## config.mk

```make
export PLATFORM = sky130hd
export DESIGN_NAME = pipe_stage_reg
export DESIGN_NICKNAME = d
export VERILOG_FILES = /design/src/rtl/pipe_pkg.sv /design/src/rtl/pipe_entry_reg.sv /design/src/rtl/pipe_stage_reg.sv
export SDC_FILE = /design/constraint.sdc
export NUM_CORES = 1
export LEC_CHECK = 0
export ABC_AREA = 1
export CAP_MARGIN = 30
export CORE_MARGIN = 2
export CORE_UTILIZATION = 63
export CTS_CLUSTER_DIAMETER = 120
export DETAILED_ROUTE_END_ITERATION = 16
export DONT_BUFFER_PORTS = 1
export GPL_ROUTABILITY_DRIVEN = 0
export GPL_TIMING_DRIVEN = 0
export PLACE_DENSITY = 0.76
export SYNTH_ARGS = -nofsm -noshare
export SYNTH_HDL_FRONTEND = slang
export SYNTH_SLANG_ARGS = --single-unit
```

## constraint.sdc

```tcl
create_clock -name clk -period 14.4 [get_ports clk]
set_clock_uncertainty 0.15 [all_clocks]
set_input_delay 2.88 -clock clk [delete_from_list [all_inputs] [get_ports clk]]
set_output_delay 2.88 -clock clk [all_outputs]
set_load 0.02 [all_outputs]
```

## src/rtl/pipe_pkg.sv

```systemverilog
// Shared pipeline types: per-stage payload structs and stage occupancy encoding.
package pipe_pkg;

    // EX/MEM control payload, packed MSB-first as the stage expects it.
    typedef struct packed {
        logic       reg_wrt;
        logic       mem_wrt;
        logic       read;
        logic [1:0] rslt_src;
        logic [2:0] funct3;
    } exme_ctrl_t;

    // EX/MEM data payload.
    typedef struct packed {
        logic [31:0] alu_rslt;
        logic [31:0] wrt_d;
        logic [31:0] pc4;
        logic [31:0] uj_wrt_bck;
        logic [4:0]  rd;
    } exme_data_t;

    localparam int unsigned EXME_CTRL_W = $bits(exme_ctrl_t);
    localparam int unsigned EXME_DATA_W = $bits(exme_data_t);

    // Number of entries held by a skid-buffered stage.
    typedef enum logic [1:0] {
        OccEmpty,
        OccFull1,
        OccFull2
    } occ_e;

endpackage

```

## src/rtl/pipe_entry_reg.sv

```systemverilog
// One pipeline slot: valid flag, control and data payload.
// Clearing drops valid and zeroes control so a bubble never carries live enables;
// data is left as-is.
module pipe_entry_reg #(
    parameter int unsigned CTRL_W = 8,
    parameter int unsigned DATA_W = 165
) (
    input  logic              clk,
    input  logic              rst,
    input  logic              load,
    input  logic              clr,
    input  logic [CTRL_W-1:0] d_ctrl,
    input  logic [DATA_W-1:0] d_data,
    output logic              valid,
    output logic [CTRL_W-1:0] ctrl,
    output logic [DATA_W-1:0] data
);

    logic              valid_q, valid_d;
    logic [CTRL_W-1:0] ctrl_q, ctrl_d;
    logic [DATA_W-1:0] data_q, data_d;

    // Next slot contents: load wins over clear, otherwise hold.
    always_comb begin
        valid_d = valid_q;
        ctrl_d  = ctrl_q;
        data_d  = data_q;
        if (load) begin
            valid_d = 1'b1;
            ctrl_d  = d_ctrl;
            data_d  = d_data;
        end else if (clr) begin
            valid_d = 1'b0;
            ctrl_d  = '0;
        end
    end

    // Slot storage with asynchronous reset to an empty, all-zero slot.
    always_ff @(posedge clk or posedge rst) begin
        if (rst) begin
            valid_q <= 1'b0;
            ctrl_q  <= '0;
            data_q  <= '0;
        end else begin
            valid_q <= valid_d;
            ctrl_q  <= ctrl_d;
            data_q  <= data_d;
        end
    end

    assign valid = valid_q;
    assign ctrl  = ctrl_q;
    assign data  = data_q;

endmodule

```

## src/rtl/pipe_stage_reg.sv

```systemverilog
// Generic inter-stage pipeline register with valid/ready handshake, flush,
// optional two-entry skid buffer and a saturating stall-cycle counter.
module pipe_stage_reg
    import pipe_pkg::*;
#(
    parameter int unsigned CTRL_W = EXME_CTRL_W,
    parameter int unsigned DATA_W = EXME_DATA_W,
    parameter int unsigned SKID   = 1,
    parameter int unsigned CNT_W  = 16
) (
    input  logic              clk,
    input  logic              rst,
    input  logic              flush,
    input  logic              in_valid,
    output logic              in_ready,
    input  logic [CTRL_W-1:0] in_ctrl,
    input  logic [DATA_W-1:0] in_data,
    output logic              out_valid,
    input  logic              out_ready,
    output logic [CTRL_W-1:0] out_ctrl,
    output logic [DATA_W-1:0] out_data,
    output logic [CNT_W-1:0]  stall_cnt,
    input  logic              clr_cnt
);

    logic              in_xfer;
    logic              out_xfer;
    logic              main_load;
    logic              main_clr;
    logic [CTRL_W-1:0] main_d_ctrl;
    logic [DATA_W-1:0] main_d_data;

    assign in_xfer  = in_valid & in_ready;
    assign out_xfer = out_valid & out_ready;

    // Head slot; its outputs are the stage outputs, so out_ctrl comes straight from flops.
    pipe_entry_reg #(
        .CTRL_W(CTRL_W),
        .DATA_W(DATA_W)
    ) u_main (
        .clk   (clk),
        .rst   (rst),
        .load  (main_load),
        .clr   (main_clr),
        .d_ctrl(main_d_ctrl),
        .d_data(main_d_data),
        .valid (out_valid),
        .ctrl  (out_ctrl),
        .data  (out_data)
    );

    if (SKID != 0) begin : g_skid
        occ_e              occ_q, occ_d;
        logic              in_ready_q, in_ready_d;
        logic              skid_load;
        logic              skid_clr;
        logic              main_from_skid;
        logic              skid_valid;
        logic [CTRL_W-1:0] skid_ctrl;
        logic [DATA_W-1:0] skid_data;

        pipe_entry_reg #(
            .CTRL_W(CTRL_W),
            .DATA_W(DATA_W)
        ) u_skid (
            .clk   (clk),
            .rst   (rst),
            .load  (skid_load),
            .clr   (skid_clr),
            .d_ctrl(in_ctrl),
            .d_data(in_data),
            .valid (skid_valid),
            .ctrl  (skid_ctrl),
            .data  (skid_data)
        );

        // Occupancy FSM: steers entries between input, head and skid slots; flush empties all.
        always_comb begin
            occ_d          = occ_q;
            main_load      = 1'b0;
            main_clr       = 1'b0;
            main_from_skid = 1'b0;
            skid_load      = 1'b0;
            skid_clr       = 1'b0;
            case (occ_q)
                OccEmpty: begin
                    if (in_xfer) begin
                        main_load = 1'b1;
                        occ_d     = OccFull1;
                    end
                end
                OccFull1: begin
                    if (in_xfer && out_xfer) begin
                        main_load = 1'b1;
                    end else if (in_xfer) begin
                        skid_load = 1'b1;
                        occ_d     = OccFull2;
                    end else if (out_xfer) begin
                        main_clr = 1'b1;
                        occ_d    = OccEmpty;
                    end
                end
                OccFull2: begin
                    // in_ready is low here, so only the head can move.
                    if (out_xfer) begin
                        main_load      = 1'b1;
                        main_from_skid = 1'b1;
                        skid_clr       = 1'b1;
                        occ_d          = OccFull1;
                    end
                end
                default: occ_d = OccEmpty;
            endcase
            if (flush) begin
                main_load = 1'b0;
                skid_load = 1'b0;
                main_clr  = 1'b1;
                skid_clr  = 1'b1;
                occ_d     = OccEmpty;
            end
            main_d_ctrl = main_from_skid ? skid_ctrl : in_ctrl;
            main_d_data = main_from_skid ? skid_data : in_data;
            // Registered ready: no combinational path from out_ready.
            in_ready_d  = (occ_d != OccFull2);
        end

        // Occupancy state and registered ready; ready is high while reset is held.
        always_ff @(posedge clk or posedge rst) begin
            if (rst) begin
                occ_q      <= OccEmpty;
                in_ready_q <= 1'b1;
            end else begin
                occ_q      <= occ_d;
                in_ready_q <= in_ready_d;
            end
        end

        assign in_ready = in_ready_q;
    end else begin : g_single
        assign in_ready = out_ready | ~out_valid;

        // Single slot: load on in-transfer, else empty on out-transfer; flush kills the load.
        always_comb begin
            main_load   = in_xfer & ~flush;
            main_clr    = out_xfer | flush;
            main_d_ctrl = in_ctrl;
            main_d_data = in_data;
        end
    end

    logic [CNT_W-1:0] stall_cnt_q, stall_cnt_d;

    // Count cycles where the head is blocked downstream; clear wins, saturate at all-ones.
    always_comb begin
        stall_cnt_d = stall_cnt_q;
        if (clr_cnt) begin
            stall_cnt_d = '0;
        end else if (out_valid && !out_ready && (stall_cnt_q != {CNT_W{1'b1}})) begin
            stall_cnt_d = stall_cnt_q + CNT_W'(1);
        end
    end

    // Stall counter register.
    always_ff @(posedge clk or posedge rst) begin
        if (rst) begin
            stall_cnt_q <= '0;
        end else begin
            stall_cnt_q <= stall_cnt_d;
        end
    end

    assign stall_cnt = stall_cnt_q;

endmodule
```

==> run_results.csv, run 1 <==
group,metric,value,unit
cells_and_area,num-nets-final,1728,
yosys,synthArstFlopShare,100,%
power,power_density,179,nW/um^2
global_routing,antenna_found_initial,0,
route,avgRoutedWirePerCell,18.2,um
cells_and_area,layout_common_cells,"nand2_1 (519), dfrtp_1 (301), inv_1 (157)",
clocking,cts-root-buf,"clkbuf_16",
clocking,clock-sinks,302,
place,io_buffers,0,
place,preCtsSetupSlack,9.80,ns
clocking,cts_buffer_depth,3,
yosys,syn_nets,1690,
yosys,synthDistinctLibCells,30,
die,io_pins,306,
yosys,seq_area_frac_synth,56.7,%
sta,final_hold_viol_count,0,
critical_path,cp.required,11.37,ns
cells_and_area,finalNonFillerCells,1877,
cells_and_area,syn_to_final_growth,11.3,%
sta,worst_pin_slew,0.726,ns
die,die-area,22300,sq um
sta,post-route-worst-setup-slack,10.25,ns
clocking,cts.clk_slew.worst_paths,0.06,ns
global_routing,overflow,0,
clocking,clock_latency,0.51,ns
global_routing,grt_pass1_vias,10500,
sta,slew-limit-headroom,51.6,%
power,p_switching,0.877,mW
sta,fmax,241,MHz
place,dp.cells,1819,
clocking,ctsHoldBuffers,0,
die,start_util,63.8,%
cells_and_area,layout_commonest_cell,"nand2_1",
critical_path,worstSetupPathType,"register to primary output",
sta,setup-violations-final,0,
cells_and_area,final_util,71.0,%
global_routing,grtUsageTotal,30.8,%
worst_hold_path,min_path_cells,2,
clocking,post_cts_resized,0,
power,pwr-share-seq,53.3,%
critical_path,r2r_end,"u_main.data[27]$_DFFE_PP0P_",
yosys,synth-seq-cells,302,
critical_path,arrival,1.12,ns
critical_path,path_max_fanout,2,
yosys,synth_ff_type,"dfrtp_1",
power,p_int,1.78,mW
route,wl,34100,um
clocking,cts_max_level,2,
sta,finalCritPeriodShare,28.8,%
global_routing,grt_pass1_wl,54400,um
route,vias,10600,
power,clkPwrFrac,32.2,%
sta,final_max_slew_viol_count,0,
yosys,netlist_instances,1542,
worst_hold_path,min_from,"g_skid.u_skid.data[125]$_DFFE_PP0P_",
worst_hold_path,min_to,"g_skid.u_skid.data[125]$_DFFE_PP0P_",
critical_path,r2r_slack,12.05,ns
power,p_leak,7.64,nW
critical_path,r2r_cells,9,
critical_path,critPathLaunchType,"register",
die,die_y,149,um
clocking,numCtsBuffers,34,
die,rows,53,
die,die_x,149,um
clocking,cts_tree,"done",
global_routing,grt_max_degree,133,
clocking,cts_setup_buffers,0,
yosys,synth.avg_cell_area,8.64,sq um
yosys,synth_edf_count,0,
route,first_pass_iters,5,
die,core,20900,sq um
cells_and_area,drive_gt1_share,8.30,%
route,antenna_left,0,
outcome,status,"finished, final reports clean",
power,combPwrFrac,14.5,%
cells_and_area,diodes,0,
place,dp_hpwl,23300,um
critical_path,reg2reg_from,"u_main.valid$_DFFE_PP0P_",
sta,finalCriticalPeriod,4.15,ns
job,maxCapViolCount,0,
sta,rsz0062_at_grt,"false",
route,viasPerCell,5.62,
yosys,synth_warnings,0,
route,drc_errors,0,
yosys,synth_area,13300,sq um
route,initialDrtViolationCount,606,
power,vdd_drop_max,0.000114,V
power,switching_share,33.0,%
critical_path,end_kind,"primary output",
worst_hold_path,hp-class,"register to register",
-- synthesized netlist by cell type, types with 6 or more instances --
| cell | number | share of area [%] |
|---|---|---|
| o21ai_0 | 63 | 2.4 |
| nand2_1 | 519 | 15 |
| xor2_1 | 6 | 0.39 |
| buf_2 | 39 | 1.5 |
| buf_6 | 19 | 1.6 |
| nand3_1 | 23 | 0.86 |
| o21ai_1 | 14 | 0.53 |
| nor2_1 | 106 | 3.0 |
| buf_4 | 8 | 0.45 |
| clkbuf_1 | 25 | 0.70 |
| nand4_1 | 20 | 0.94 |
| inv_1 | 158 | 4.5 |
| o211ai_1 | 133 | 7.5 |
| a21oi_1 | 86 | 3.2 |
| dfrtp_1 | 301 | 57 |
-- how the worst max path moves through the flow --
stage,start,endpoint,slack (ns),cells past startpoint
final,in_ready$_DFF_PP1_,in_ready,10.25,0
after global routing,out_ready,u_main.data[7]$_DFFE_PP0P_,10.12,9
after CTS,in_ready$_DFF_PP1_,in_ready,10.23,0
after detailed placement,out_ready,u_main.data[42]$_DFFE_PP0P_,9.80,9
after global placement,rst,u_main.data[68]$_DFFE_PP0P_,-0.20,1
after floorplan,rst,g_skid.occ_q[0]$_DFF_PP0_,3.03,1
-- flip-flops by register name (all words and copies together) (netlist names) --
signal              count
u_main.data           133
stall_cnt              16
u_main.ctrl             8
g_skid.u_skid.ctrl      8
g_skid.occ_q            2
in_ready                1
u_main.valid            1
g_skid.u_skid.data    133
-- cells by family (layout without fill, tap and decap cells) --
logic type               after synthesis  in the layout  synth area share, %
XOR/XNOR                               7              7                0.460
AO/OA/AOI/OAI                        298            298                 13.7
buffers and inverters                255            315                 8.85
adder cells (fa/ha/maj)                1              1               0.0939
AND/OR/NAND/NOR                      679            679                 20.1
flip-flops                           302            302                 56.7
-- metal layers --
layer	up-vias	wire length (um)	GRT usage, %
li1	5014	-	-
met3	87	3440	10.6
met2	383	16300	49.4
met1	5066	13200	39.5
met4	0	1190	10.4
met5	-	0	0
-- per-stage QoR --
step                hold WS [ns]  area, sq um  total power, mW  setup TNS [ns]
global placement           0.318        13700             1.78          -53.59
global route               0.357        14800             2.79               0
detailed placement         0.325        13700             1.81               0
finish                     0.338        14800             2.66               0
CTS                        0.338        14800             2.67               0
floorplan                  0.304        13300             1.68               0
-- area by class of cell --
class	instances	area [sq um]
inverter	161	612
fill	1644	6060
multi-input combinational	985	4580
clock buffer	50	1030
clock inverter	8	68.8
timing repair buffer	2	55.1
sequential	302	7560
buffer	94	574
tap	275	344
-- power groups by stage --
stage               sequential (mW)  combinational (mW)  clock (mW)
finish                         1.41               0.385       0.856
floorplan                      1.37               0.308           0
detailed placement             1.42               0.385           0
global route                   1.44               0.455       0.898
CTS                            1.41               0.390       0.865
global placement               1.42               0.362           0
Note: power is estimated with default switching activity, not from simulation.
==> inputs of run 2 (changes only) <==
--- a/config.mk
+++ b/config.mk
@@ -8,13 +8,13 @@
 export ABC_AREA = 1
 export CAP_MARGIN = 30
 export CORE_MARGIN = 2
-export CORE_UTILIZATION = 63
+export CORE_UTILIZATION = 57
 export CTS_CLUSTER_DIAMETER = 120
 export DETAILED_ROUTE_END_ITERATION = 16
 export DONT_BUFFER_PORTS = 1
 export GPL_ROUTABILITY_DRIVEN = 0
 export GPL_TIMING_DRIVEN = 0
-export PLACE_DENSITY = 0.76
+export PLACE_DENSITY = 0.72
 export SYNTH_ARGS = -nofsm -noshare
 export SYNTH_HDL_FRONTEND = slang
 export SYNTH_SLANG_ARGS = --single-unit
==> constraint.sdc (replaced) <==
create_clock -name clk -period 3.69 [get_ports clk]
set_clock_uncertainty 0.15 [all_clocks]
set_input_delay 0.738 -clock clk [delete_from_list [all_inputs] [get_ports clk]]
set_output_delay 0.738 -clock clk [all_outputs]
set_load 0.02 [all_outputs]
==> run 2 against run 1 <==
Net effect:
- first-iteration DRC count up 19%
- worst setup slack worse by 8.9 ns
- global-route usage down 2.6 points
- critical path depth up 9
- cell count up 2.2%
- critical path type is now register to register
- largest power group unchanged
==> run_results.csv, run 2 (synthesis gave the netlist of run 1 again) <==
group,metric,value,unit
place,dp.cells,1863,
worst_hold_path,hp-class,"primary input to register",
critical_path,r2r_end,"u_main.data[18]$_DFFE_PP0P_",
cells_and_area,drive_gt1_share,8.47,%
sta,finalCriticalPeriod,2.34,ns
global_routing,grtUsageTotal,28.3,%
route,first_pass_iters,5,
global_routing,grt_max_degree,43,
sta,slew-limit-headroom,60.1,%
critical_path,crit_buf_inv,4,
outcome,status,"finished, final reports clean",
global_routing,grt_pass1_vias,10400,
power,p_leak,7.64,nW
critical_path,arrival,2.62,ns
route,wl,34400,um
critical_path,critPathLaunchType,"register",
route,antenna_left,0,
global_routing,grt_busiest_layer,"met2",
critical_path,crit_start,"u_main.valid$_DFFE_PP0P_",
die,die-area,24600,sq um
clocking,clock_latency,0.55,ns
cells_and_area,syn_to_final_growth,11.7,%
die,start_util,58.5,%
global_routing,antenna_found_initial,0,
clocking,cts-root-buf,"clkbuf_16",
global_routing,use_met2,45.1,%
critical_path,r2r_slack,1.35,ns
sta,rsz0062_at_grt,"false",
clocking,cts_buffer_depth,3,
sta,finalCritPeriodShare,63.4,%
critical_path,path_max_fanout,10,
worst_hold_path,min_path_cells,3,
sta,fmax,427,MHz
critical_path,r2r_cells,9,
clocking,cts_max_level,1,
cells_and_area,layout_commonest_cell,"nand2_1",
worst_hold_path,min_from,"clr_cnt",
die,core,22800,sq um
sta,worst_pin_slew,0.599,ns
global_routing,grt_use_met3,8.39,%
global_routing,use_met1,37.7,%
sta,setup-violations-final,0,
critical_path,cp.required,3.97,ns
route,initialDrtViolationCount,723,
cells_and_area,num-nets-final,1732,
clocking,cts_tree,"done",
job,maxCapViolCount,0,
clocking,post_cts_resized,0,
cells_and_area,layout_common_cells,"nand2_1 (519), dfrtp_1 (301), inv_1 (157)",
power,power_density,678,nW/um^2
sta,final_max_slew_viol_count,0,
critical_path,end_kind,"register",
critical_path,cp_common_cell,"nand2_1",
global_routing,overflow,0,
die,io_pins,306,
route,vias,10500,
critical_path,crit_family,"buffers and inverters",
critical_path,crit_chain,"nand2_1 > inv_2 > nand3_2 > inv_2 > buf_2 > buf_2 > nand2_1 > o211ai_1 > nand2_1",
cells_and_area,fillers,1951,
place,dp_hpwl,24300,um
cells_and_area,finalNonFillerCells,1919,
route,avgRoutedWirePerCell,17.9,um
critical_path,worstSetupPathType,"register to register",
clocking,cts.clk_slew.worst_paths,0.06,ns
critical_path,slowest_stage,"dfrtp_1",
sta,tns,0,ns
die,rows,55,
clocking,numCtsBuffers,31,
power,power,10.1,mW
clocking,ctsHoldBuffers,1,
clocking,cts_setup_buffers,0,
route,drc_errors,0,
critical_path,reg2reg_from,"u_main.valid$_DFFE_PP0P_",
cells_and_area,final_util,65.3,%
route,viasPerCell,5.46,
sta,hold_slack,0.175,ns
critical_path,critPathMaxStageDelay,0.51,ns
die,die_y,157,um
sta,final_hold_viol_count,0,
worst_hold_path,min_to,"stall_cnt[8]$_DFFE_PP0P_",
place,io_buffers,0,
power,vdd_drop_max,0.000494,V
cells_and_area,diodes,0,
die,die_x,157,um
clocking,clock-sinks,302,
global_routing,grt_pass1_wl,55300,um
## run 2: cell count changes in the layout (fill, tap and decap cells not counted), sizes merged
cell         change
inv              -1
buf              +6
dlygate4sd3      +1
clkinvlp         +2
clkinv           -1
clkbuf           -3
## run 2: worst max path at each step
stage,endpoint,slack [ns],cells after the start
2_1_floorplan,g_skid.occ_q[0]$_DFF_PP0_,-1.21,1
3_5_place_dp,u_main.data[18]$_DFFE_PP0P_,1.20,9
3_3_place_gp,u_main.data[76]$_DFFE_PP0P_,-2.83,1
5_1_grt,u_main.data[43]$_DFFE_PP0P_,1.22,9
6_report,u_main.data[18]$_DFFE_PP0P_,1.35,9
4_1_cts,u_main.data[42]$_DFFE_PP0P_,1.35,9
## run 2: worst reg2reg max path, stage by stage, from the launching register on
cell	delay, ns
dfrtp_1	0.51
nand2_1	0.16
inv_2	0.11
nand3_2	0.16
inv_2	0.22
buf_2	0.33
buf_2	0.31
nand2_1	0.09
o211ai_1	0.11
nand2_1	0.07
## run 2: layer usage
layer | vias to the layer above | part of all wire [%] | wire [um]
met5 | - | 0 | 0
li1 | 5030 | - | -
met1 | 5053 | 42 | 14500
met3 | 65 | 8.5 | 2930
met2 | 330 | 46 | 16000
met4 | 0 | 3.0 | 1040
## run 2: per-stage QoR
step	area, sq um	setup WS (ns)
floorplan	13300	-1.21
global placement	13700	-2.83
detailed placement	13900	1.20
CTS	14900	1.35
global route	14900	1.22
finish	14900	1.35
## run 2: cell type report
cell class / count / area [sq um] / area share [%]
sequential: 302 / 7560 / 50.8
multi-input combinational: 985 / 4580 / 30.8
clock buffer: 47 / 926 / 6.22
inverter: 161 / 608 / 4.09
buffer: 94 / 574 / 3.86
tap: 313 / 392 / 2.63
timing repair buffer: 9 / 170 / 1.14
clock inverter: 8 / 71.3 / 0.479
## run 2: where the power goes
part | switching, mW | internal [mW]
logic | 0.933 | 0.579
clock network | 1.27 | 1.79
registers | 1.15 | 4.36
total | 3.36 | 6.73
